### src/rtl/btb_assoc.sv
// Set-associative branch target buffer: combinational lookup, single-cycle update, NUM_SETS-cycle flush.
// Lookup is same-cycle; updates visible next cycle. Flush asserts busy and blocks lookups/updates.
module btb_assoc #(
    parameter int XLEN     = 32,
    parameter int NUM_SETS = 16,
    parameter int NUM_WAYS = 2
) (
    input  logic            clk,
    input  logic            reset,
    input  logic [XLEN-1:0] pc_lookup,
    input  logic            lookup_en,
    input  logic            update_en,
    input  logic [XLEN-1:0] pc_update,
    input  logic [XLEN-1:0] target_actual,
    input  logic            is_branch_or_jmp,
    input  logic            is_uncond,
    input  logic            taken_actual,
    input  logic            flush_req,
    output logic            hit,
    output logic            predict_taken,
    output logic [XLEN-1:0] target_predicted,
    output logic            busy
);

    localparam int IW = $clog2(NUM_SETS);
    localparam int WW = (NUM_WAYS > 1) ? $clog2(NUM_WAYS) : 1;
    localparam int TW = XLEN - IW - 2;

    typedef enum logic {IDLE, FLUSH} state_t;

    state_t              state;
    logic [IW-1:0]       flush_cnt;

    logic [NUM_WAYS-1:0] valid_q  [NUM_SETS];
    logic [1:0]          ctr_q    [NUM_SETS][NUM_WAYS];
    logic [WW-1:0]       victim_q [NUM_SETS];
    logic [TW-1:0]       tag_q    [NUM_SETS][NUM_WAYS];
    logic [XLEN-1:0]     tgt_q    [NUM_SETS][NUM_WAYS];
    logic                uncond_q [NUM_SETS][NUM_WAYS];

    logic [IW-1:0]       lk_idx;
    logic [TW-1:0]       lk_tag;
    logic [NUM_WAYS-1:0] lk_match;
    logic [WW-1:0]       lk_way;

    logic [IW-1:0]       up_idx;
    logic [TW-1:0]       up_tag;
    logic [NUM_WAYS-1:0] up_match;
    logic [WW-1:0]       up_hit_way;
    logic                free_found;
    logic [WW-1:0]       free_way;
    logic                up_ok;
    logic                wr_hit;
    logic                wr_alloc;
    logic                wr_en;
    logic [WW-1:0]       wr_way;
    logic                bump_victim;
    logic [WW-1:0]       victim_next;
    logic [1:0]          ctr_cur;
    logic [1:0]          ctr_next;

    logic unused_pc_lsbs;
    assign unused_pc_lsbs = ^{pc_lookup[1:0], pc_update[1:0]};

    assign busy   = (state == FLUSH);

    assign lk_idx = pc_lookup[IW+1:2];
    assign lk_tag = pc_lookup[XLEN-1:IW+2];

    always_comb begin
        lk_match = '0;
        lk_way   = '0;
        for (int w = 0; w < NUM_WAYS; w++) begin
            if (valid_q[lk_idx][w] && (tag_q[lk_idx][w] == lk_tag)) begin
                lk_match[w] = 1'b1;
                lk_way      = WW'(w);
            end
        end
    end

    // Multiple matching ways are treated as a miss rather than picking one arbitrarily.
    assign hit              = lookup_en && !busy && $onehot(lk_match);
    assign predict_taken    = hit && (uncond_q[lk_idx][lk_way] || ctr_q[lk_idx][lk_way][1]);
    assign target_predicted = predict_taken ? tgt_q[lk_idx][lk_way] : pc_lookup + XLEN'(4);

    assign up_idx = pc_update[IW+1:2];
    assign up_tag = pc_update[XLEN-1:IW+2];

    always_comb begin
        up_match   = '0;
        up_hit_way = '0;
        free_found = 1'b0;
        free_way   = '0;
        for (int w = 0; w < NUM_WAYS; w++) begin
            if (valid_q[up_idx][w] && (tag_q[up_idx][w] == up_tag)) begin
                up_match[w] = 1'b1;
                up_hit_way  = WW'(w);
            end
        end
        // Descending scan so the lowest-numbered invalid way wins.
        for (int w = NUM_WAYS - 1; w >= 0; w--) begin
            if (!valid_q[up_idx][w]) begin
                free_found = 1'b1;
                free_way   = WW'(w);
            end
        end
    end

    // A flush request in IDLE takes priority and drops any coincident update.
    assign up_ok       = update_en && is_branch_or_jmp && (state == IDLE) && !flush_req;
    assign wr_hit      = up_ok && (|up_match);
    assign wr_alloc    = up_ok && !(|up_match) && taken_actual;
    assign wr_en       = wr_hit || wr_alloc;
    assign wr_way      = wr_hit ? up_hit_way : (free_found ? free_way : victim_q[up_idx]);
    assign bump_victim = wr_alloc && !free_found;
    assign victim_next = (victim_q[up_idx] == WW'(NUM_WAYS - 1)) ? '0 : victim_q[up_idx] + WW'(1);
    assign ctr_cur     = ctr_q[up_idx][wr_way];

    always_comb begin
        ctr_next = ctr_cur;
        if (wr_alloc) begin
            ctr_next = 2'b10;
        end else if (taken_actual) begin
            ctr_next = (ctr_cur == 2'b11) ? 2'b11 : ctr_cur + 2'b01;
        end else begin
            ctr_next = (ctr_cur == 2'b00) ? 2'b00 : ctr_cur - 2'b01;
        end
    end

    always_ff @(posedge clk or negedge reset) begin
        if (!reset) begin
            state     <= IDLE;
            flush_cnt <= '0;
            for (int s = 0; s < NUM_SETS; s++) begin
                valid_q[s]  <= '0;
                victim_q[s] <= '0;
                for (int w = 0; w < NUM_WAYS; w++) begin
                    ctr_q[s][w] <= 2'b00;
                end
            end
        end else begin
            case (state)
                IDLE: begin
                    if (flush_req) begin
                        state     <= FLUSH;
                        flush_cnt <= '0;
                    end
                end
                FLUSH: begin
                    valid_q[flush_cnt]  <= '0;
                    victim_q[flush_cnt] <= '0;
                    flush_cnt           <= flush_cnt + IW'(1);
                    if (flush_cnt == IW'(NUM_SETS - 1)) begin
                        state <= IDLE;
                    end
                end
                default: state <= IDLE;
            endcase

            if (wr_en) begin
                valid_q[up_idx][wr_way] <= 1'b1;
                ctr_q[up_idx][wr_way]   <= ctr_next;
            end
            if (bump_victim) begin
                victim_q[up_idx] <= victim_next;
            end
        end
    end

    // Payload storage needs no reset; it is only observed behind a valid bit.
    always_ff @(posedge clk) begin
        if (wr_en) begin
            tag_q[up_idx][wr_way]    <= up_tag;
            tgt_q[up_idx][wr_way]    <= target_actual;
            uncond_q[up_idx][wr_way] <= is_uncond;
        end
    end

endmodule

### config.mk
export PLATFORM = sky130hd
export DESIGN_NAME = btb_assoc
export DESIGN_NICKNAME = d
export VERILOG_FILES = /design/src/rtl/btb_assoc.sv
export SDC_FILE = /design/constraint.sdc
export NUM_CORES = 2
export LEC_CHECK = 0
export ABC_CLOCK_PERIOD_IN_PS = 6700
export CAP_MARGIN = 25
export CORE_MARGIN = 2
export CORE_UTILIZATION = 25
export DETAILED_ROUTE_END_ITERATION = 8
export PLACE_DENSITY = 0.41
export SLEW_MARGIN = 30
export SYNTH_ARGS = -nofsm -noshare
export SYNTH_HDL_FRONTEND = slang
export SYNTH_SLANG_ARGS = --single-unit
### constraint.sdc
create_clock -name clk -period 6.7 [get_ports clk]
set_input_delay 1.34 -clock clk [delete_from_list [all_inputs] [get_ports clk]]
set_output_delay 1.34 -clock clk [all_outputs]
set_load 0.1 [all_outputs]
After elaboration in Yosys (flattened, before gate mapping)
Memories as Yosys holds them, arrays and structs flattened.
Cells that the tools add are included.
{"block": "word_totals", "reg_bits": 117, "mem_bits_rw": 1888, "word_cells": 207, "n_memories": 3}
{"memory": "tgt_q", "words": 16, "width": 64, "rd": 1, "rd_ports_with_merged_regs": 0, "write_ports": 1, "line_no": "38", "rtl": "logic [XLEN-1:0] tgt_q [NUM_SETS][NUM_WAYS];"}
{"memory": "tag_q", "words": 16, "width": 52, "rd": 2, "rd_ports_with_merged_regs": 0, "write_ports": 1, "line_no": "37", "rtl": "logic [TW-1:0] tag_q [NUM_SETS][NUM_WAYS];"}
{"memory": "uncond_q", "words": 16, "width": 2, "rd": 1, "rd_ports_with_merged_regs": 0, "write_ports": 1, "line_no": "39", "rtl": "logic uncond_q [NUM_SETS][NUM_WAYS];"}
{"block": "op_classes", "add_sub_neg": 6, "n_lt_le_gt_ge": 10, "n_eq_ne": 8, "mux": 77, "n_bitwise": 11, "reduce_logical": 26}
{"op": "$mux 32", "n": 7}
{"op": "$eq 26x26->1", "n": 4}
{"op": "$bwmux 64", "n": 1}
{"op": "$mux 64", "n": 1}
{"op": "$mux 52", "n": 1}
{"op": "$mux 2", "n": 18}
{"op": "$add 32x3->32 const B", "n": 1}
{"op": "$and 32x32->32", "n": 1}
{"op": "$bmux 4 s4", "n": 2}
{"op": "$demux 32 s1", "n": 1}
{"op": "$mux 16", "n": 2}
{"op": "$not 32->32", "n": 1}
{"op": "$or 32x32->32", "n": 1}
{"op": "$demux 26 s1", "n": 1}
{"op": "$mux 26", "n": 1}
{"op": "$mux 4", "n": 6}
{"op": "$mux 1", "n": 22}
{"op": "$logic_and 1x1->1", "n": 18}
{"op": "$and 16x16->16", "n": 1}
{"op": "$bmux 2 s4", "n": 2}
{"op": "$bwmux 16", "n": 1}
{"op": "$demux 2 s4", "n": 2}
{"op": "$demux 4 s4", "n": 1}
{"op": "$not 16->16", "n": 1}
{"op": "28 further kinds", "n": 41}

Logic depth before layout (Yosys ltp)
{"block": "logic_depth", "depth_word": 18, "mapped_depth": 19}

Worst setup path before layout
No wires, ideal clock.
{"block": "synth_timing", "kind": "input to register", "startpoint": "input port pc_update[2]", "endpoint": "register ctr_q[16] (netlist name)", "setup_ps": 87, "arrival_ps": 8577, "t_required_ps": 6613, "path_slack_ps": -1965, "stages": 14, "path_cell_list": "buf_6 -> buf_12 -> buf_8 -> buf_8 -> buf_8 -> mux4_2 -> a221oi_2 -> xnor2_1 -> nor2_2 -> nand4_1 -> or4_4 -> nand2_2 -> o31ai_1 -> mux2_2"}
{"block": "synth_via", "elab_chain_len": 18}
{"element": "start, declared", "line_no": "13", "rtl": "input logic [XLEN-1:0] pc_update,"}
{"element": "branches (longest 18 deep; another with $mem_v2 16x52)"}
{"element": "end signal, assigned by index", "line_no": "162", "rtl": "ctr_q[up_idx][wr_way] <= ctr_next;"}
{"element": "end, declared", "line_no": "35", "rtl": "logic [1:0] ctr_q [NUM_SETS][NUM_WAYS];"}
Parallel ways; which one is timed is not known. The select of a mux whose other input is x is not followed.
A chain may end at the register's enable or synchronous reset.

Worst setup path after layout
{"block": "layout_timing", "startpoint": "input port pc_lookup[3]", "endpoint": "output port target_predicted[5]"}
{"block": "layout_via", "elab_chain_len": 13}
{"element": "start, declared", "line_no": "10", "rtl": "input logic [XLEN-1:0] pc_lookup,"}
{"element": "branches (longest 12 deep; another with $mem_v2 16x52)"}
{"element": "$mux 32 (*)", "line_no": "84", "rtl": "assign target_predicted = predict_taken ? tgt_q[lk_idx][lk_way] : pc_lookup + XLEN'(4);"}
{"element": "end, declared", "line_no": "21", "rtl": "output logic [XLEN-1:0] target_predicted,"}
Every way passes the cells marked *. The select of a mux whose other input is x is not followed.

==> results.py <==
metrics = {
    "status": {
        "status": "finished, violations left",
        "violations": "setup timing",
    },
    "cts": {
        "cts_tree": "built",
        "path_clk_slew_ns": 0.06,
        "clk_latency_ns": 0.92,
        "ctsRootBufferMaster": "clkbuf_16",
        "cts_made_buffers": 228,
        "postCtsHoldBufs": 0,
        "clockBufferDepth": 4,
        "htreeDepth": 4,
        "cts.sinks": 2005,
    },
    "detailed_routing": {
        "via_per_inst": 4.91,
        "postRouteAntennaNets": 0,
        "drt_iter0_markers": 5145,
        "route.detailed.drc": 0,
        "wl_per_cell_um": 32.4,
        "via_count": 50700,
        "wirelength_mm": 335,
        "firstDrtPassIters": 6,
    },
    "floorplanning": {
        "pin_count": 139,
        "die_area_um2": 359000,
        "die_h_um": 599,
        "rows": 218,
        "core_area_um2": 352000,
        "die_x_um": 599,
        "initial_core_util": 0.251,
    },
    "pwr": {
        "internal-power_mw": 22.0,
        "combPwrFrac": 0.099,
        "power.share.clock": 0.423,
        "p_switching_mw": 7.05,
        "sw_frac_of_total": 0.243,
        "leakagePower_nw": 37.1,
        "seqPwrFrac": 0.478,
        "ir_worst_vdd_mv": 0.198,
        "powerDensity_nw_per_um2": 262,
    },
    "synth": {
        "avgSynthCellArea_um2": 19.4,
        "yosysUniqueCellTypes": 90,
        "yosysSeqAreaShare": 0.674,
        "synth_fa_ha_area_frac": 0.00116,
        "muxShareOfSynthArea": 0.225,
        "synthArstFlopShare": 0.0584,
        "yosysTopAreaCell": "edfxtp_1",
        "syn_nets": 4658,
        "synth_edf_count": 1888,
        "synth_top_area_frac": 0.641,
        "synth-simple-area-share": 0.0328,
        "synth_seq_cells": 2005,
        "yosys_warnings": 0,
        "synth-compound-area-share": 0.0320,
        "syn_area_um2": 88400,
        "synth_top_flop_cell": "edfxtp_1",
        "synthXorXnorAreaFrac": 0.0130,
        "syn_inst": 4549,
        "synth_top_family_by_area": "multiplexers",
        "ys_top_cells_by_area": "edfxtp_1, mux4_2, mux2i_1, dfrtp_1, xnor2_1",
    },
    "worst_setup_path": {
        "reg2reg_depth": 15,
        "critPathMaxFanout": 6,
        "crit_path_end_kind": "output port",
        "required_ns": 5.36,
        "startpoint_type": "primary input",
        "r2r-end": "tag_q[2][1]",
        "r2r_slack_ns": 2.11,
        "r2r-start": "tag_q[2][18]",
        "crit_type": "in -> out",
        "arrival_ns": 5.78,
    },
    "global_routing": {
        "grt_pass1_vias": 52200,
        "antenna_found_initial": 17,
        "track_usage": 0.184,
        "grt_start_max_net_pins": 106,
        "grt-ovfl-total": 0,
        "grt_pass1_wl_mm": 457,
    },
    "timing": {
        "period_share": 1.06,
        "rsz0062_at_grt": "yes",
        "hold_viol": 0,
        "finalWorstSetupSlack_ns": -0.416,
        "finClkSkew_ns": 0.0991,
        "fin_crit_ns": 7.12,
        "tightest_slew_ns": 0.998,
        "relSlewSlack": 0.327,
        "timing.fmax_mhz": 141,
        "tns_ns": -10.48,
        "drv_slew": 0,
        "setup_viol": 32,
    },
    "placement": {
        "dp.cells": 9857,
        "io_buffers": 136,
        "hpwl_mm": 230,
        "routabilityCongestion": 0.855,
    },
    "run": {
        "drv_cap": 0,
    },
    "finish": {
        "utilization": 0.315,
        "area_growth_pct": 25.4,
        "final_common_cell": "edfxtp_1",
        "drive_gt1_frac": 0.376,
        "fillers": 34300,
        "nNetsFinal": 5514,
        "layout.cells.non_filler": 10300,
        "final_cell_mix": "edfxtp_1, mux4_2, buf_4, mux2i_1",
    },
    "worst_hold_path": {
        "min_path_type": "in -> async",
    },
}
-- Yosys cell counts (all sizes together) (5+ instances only) --
master,n
o221ai,12
nand3,64
a221oi,14
o2bb2ai,5
a21oi,81
edfxtp,1888
ha,5
buf,212
nor4,10
inv,43
and2,23
nand2,168
a31oi,9
a21boi,12
mux2,101
nor3,61
o21ai,46
a21o,20
nand4,21
dfrtp,117
o22ai,29
xnor2,99
nand2b,35
o31ai,7
clkbuf,85
nor2b,33
a211oi,28
o21a,13
o211ai,8
a211o,5
a22o,16
o311ai,14
mux4,692
and3,19
nor2,82
xor2,32
a22oi,53
or4,10
mux2i,314
-- cell families after synthesis --
group	Yosys count
mux	1107
buf+inv	342
compound gates	400
simple gates	555
fa+ha+maj	9
xor+xnor	131
flops	2005
-- timing repair --
action	in CTS	in global routing
resized for setup	145	45
pin swaps	30	12
gates cloned	5	0
buffers inserted	40	7
setup endpoints to repair	34	34
hold endpoints to repair	0	0
-- worst max-delay path: stages --
cell	delay (ns)
buf_16	0.15
buf_16	0.18
buf_12	0.14
mux4_2	0.48
mux2i_1	0.20
mux2i_2	0.16
buf_6	0.18
xnor2_4	0.20
nand4_1	0.12
or4_1	0.53
or4_4	0.53
buf_6	0.15
nand3_4	0.07
o41ai_4	0.07
buf_6	0.18
buf_8	0.15
buf_12	0.13
mux2_4	0.30
o22ai_4	0.20
buf_12	0.21
-- power groups by stage --
stage / Sequential [mW] / Clock (mW) / Combinational (mW)
2_1_floorplan: 14.1 / 0 / 1.46
3_3_place_gp: 14.2 / 0 / 2.81
3_5_place_dp: 14.2 / 0 / 2.82
4_1_cts: 13.9 / 12.6 / 2.90
5_1_grt: 13.9 / 13.0 / 3.03
6_report: 13.9 / 12.3 / 2.88
-- state kept, by name (all words and copies together) (netlist names) --
name       cells
valid_q       32
ctr_q         64
flush_cnt      4
victim_q      16
uncond_q      32
tag_q        832
busy           1
tgt_q       1024
-- routing by layer --
layer / global-route usage / part of all wire / up-vias
met1: 0.259 / 0.45 / 27900
met2: 0.302 / 0.48 / 1603
met3: 0.0235 / 0.047 / 398
met4: 0.0460 / 0.027 / 6
li1: - / - / 20800
met5: 0 / 0.00012 / -
-- cell type report --
| cell class | instances | area, um^2 | share of cell area |
|---|---|---|---|
| diodes | 3 | 7.51 | 0.0000677 |
| clock buffers | 283 | 6040 | 0.0544 |
| clock inverters | 125 | 1120 | 0.0101 |
| inverters | 45 | 255 | 0.00230 |
| multi-input cells | 2202 | 27600 | 0.249 |
| flip-flops and latches | 2005 | 59600 | 0.538 |
| well taps | 4730 | 5920 | 0.0534 |
| repair buffers | 923 | 10300 | 0.0932 |
-- how the worst max path moves through the flow --
| stage | from | to | slack [ns] | cells past startpoint |
|---|---|---|---|---|
| 2_1_floorplan | pc_update[2] | ctr_q[16] | -1.96 | 14 |
| 4_1_cts | pc_lookup[3] | target_predicted[5] | -0.38 | 21 |
| 3_5_place_dp | pc_lookup[3] | target_predicted[20] | -1.41 | 18 |
| 6_report | pc_lookup[3] | target_predicted[5] | -0.42 | 20 |
| 5_1_grt | pc_lookup[3] | target_predicted[26] | -0.49 | 21 |
| 3_3_place_gp | pc_lookup[3] | target_predicted[20] | -1.44 | 18 |
-- metrics by stage --
step	area, um^2	total power [mW]	setup slack, ns	hold slack, ns
2_1_floorplan	88600	15.6	-1.96	0.449
3_3_place_gp	103000	17.0	-1.44	0.465
3_5_place_dp	102000	17.0	-1.41	0.469
4_1_cts	111000	29.4	-0.380	0.430
5_1_grt	111000	30.0	-0.486	0.481
6_report	111000	29.1	-0.416	0.483
(Power assumes the default switching activity.)
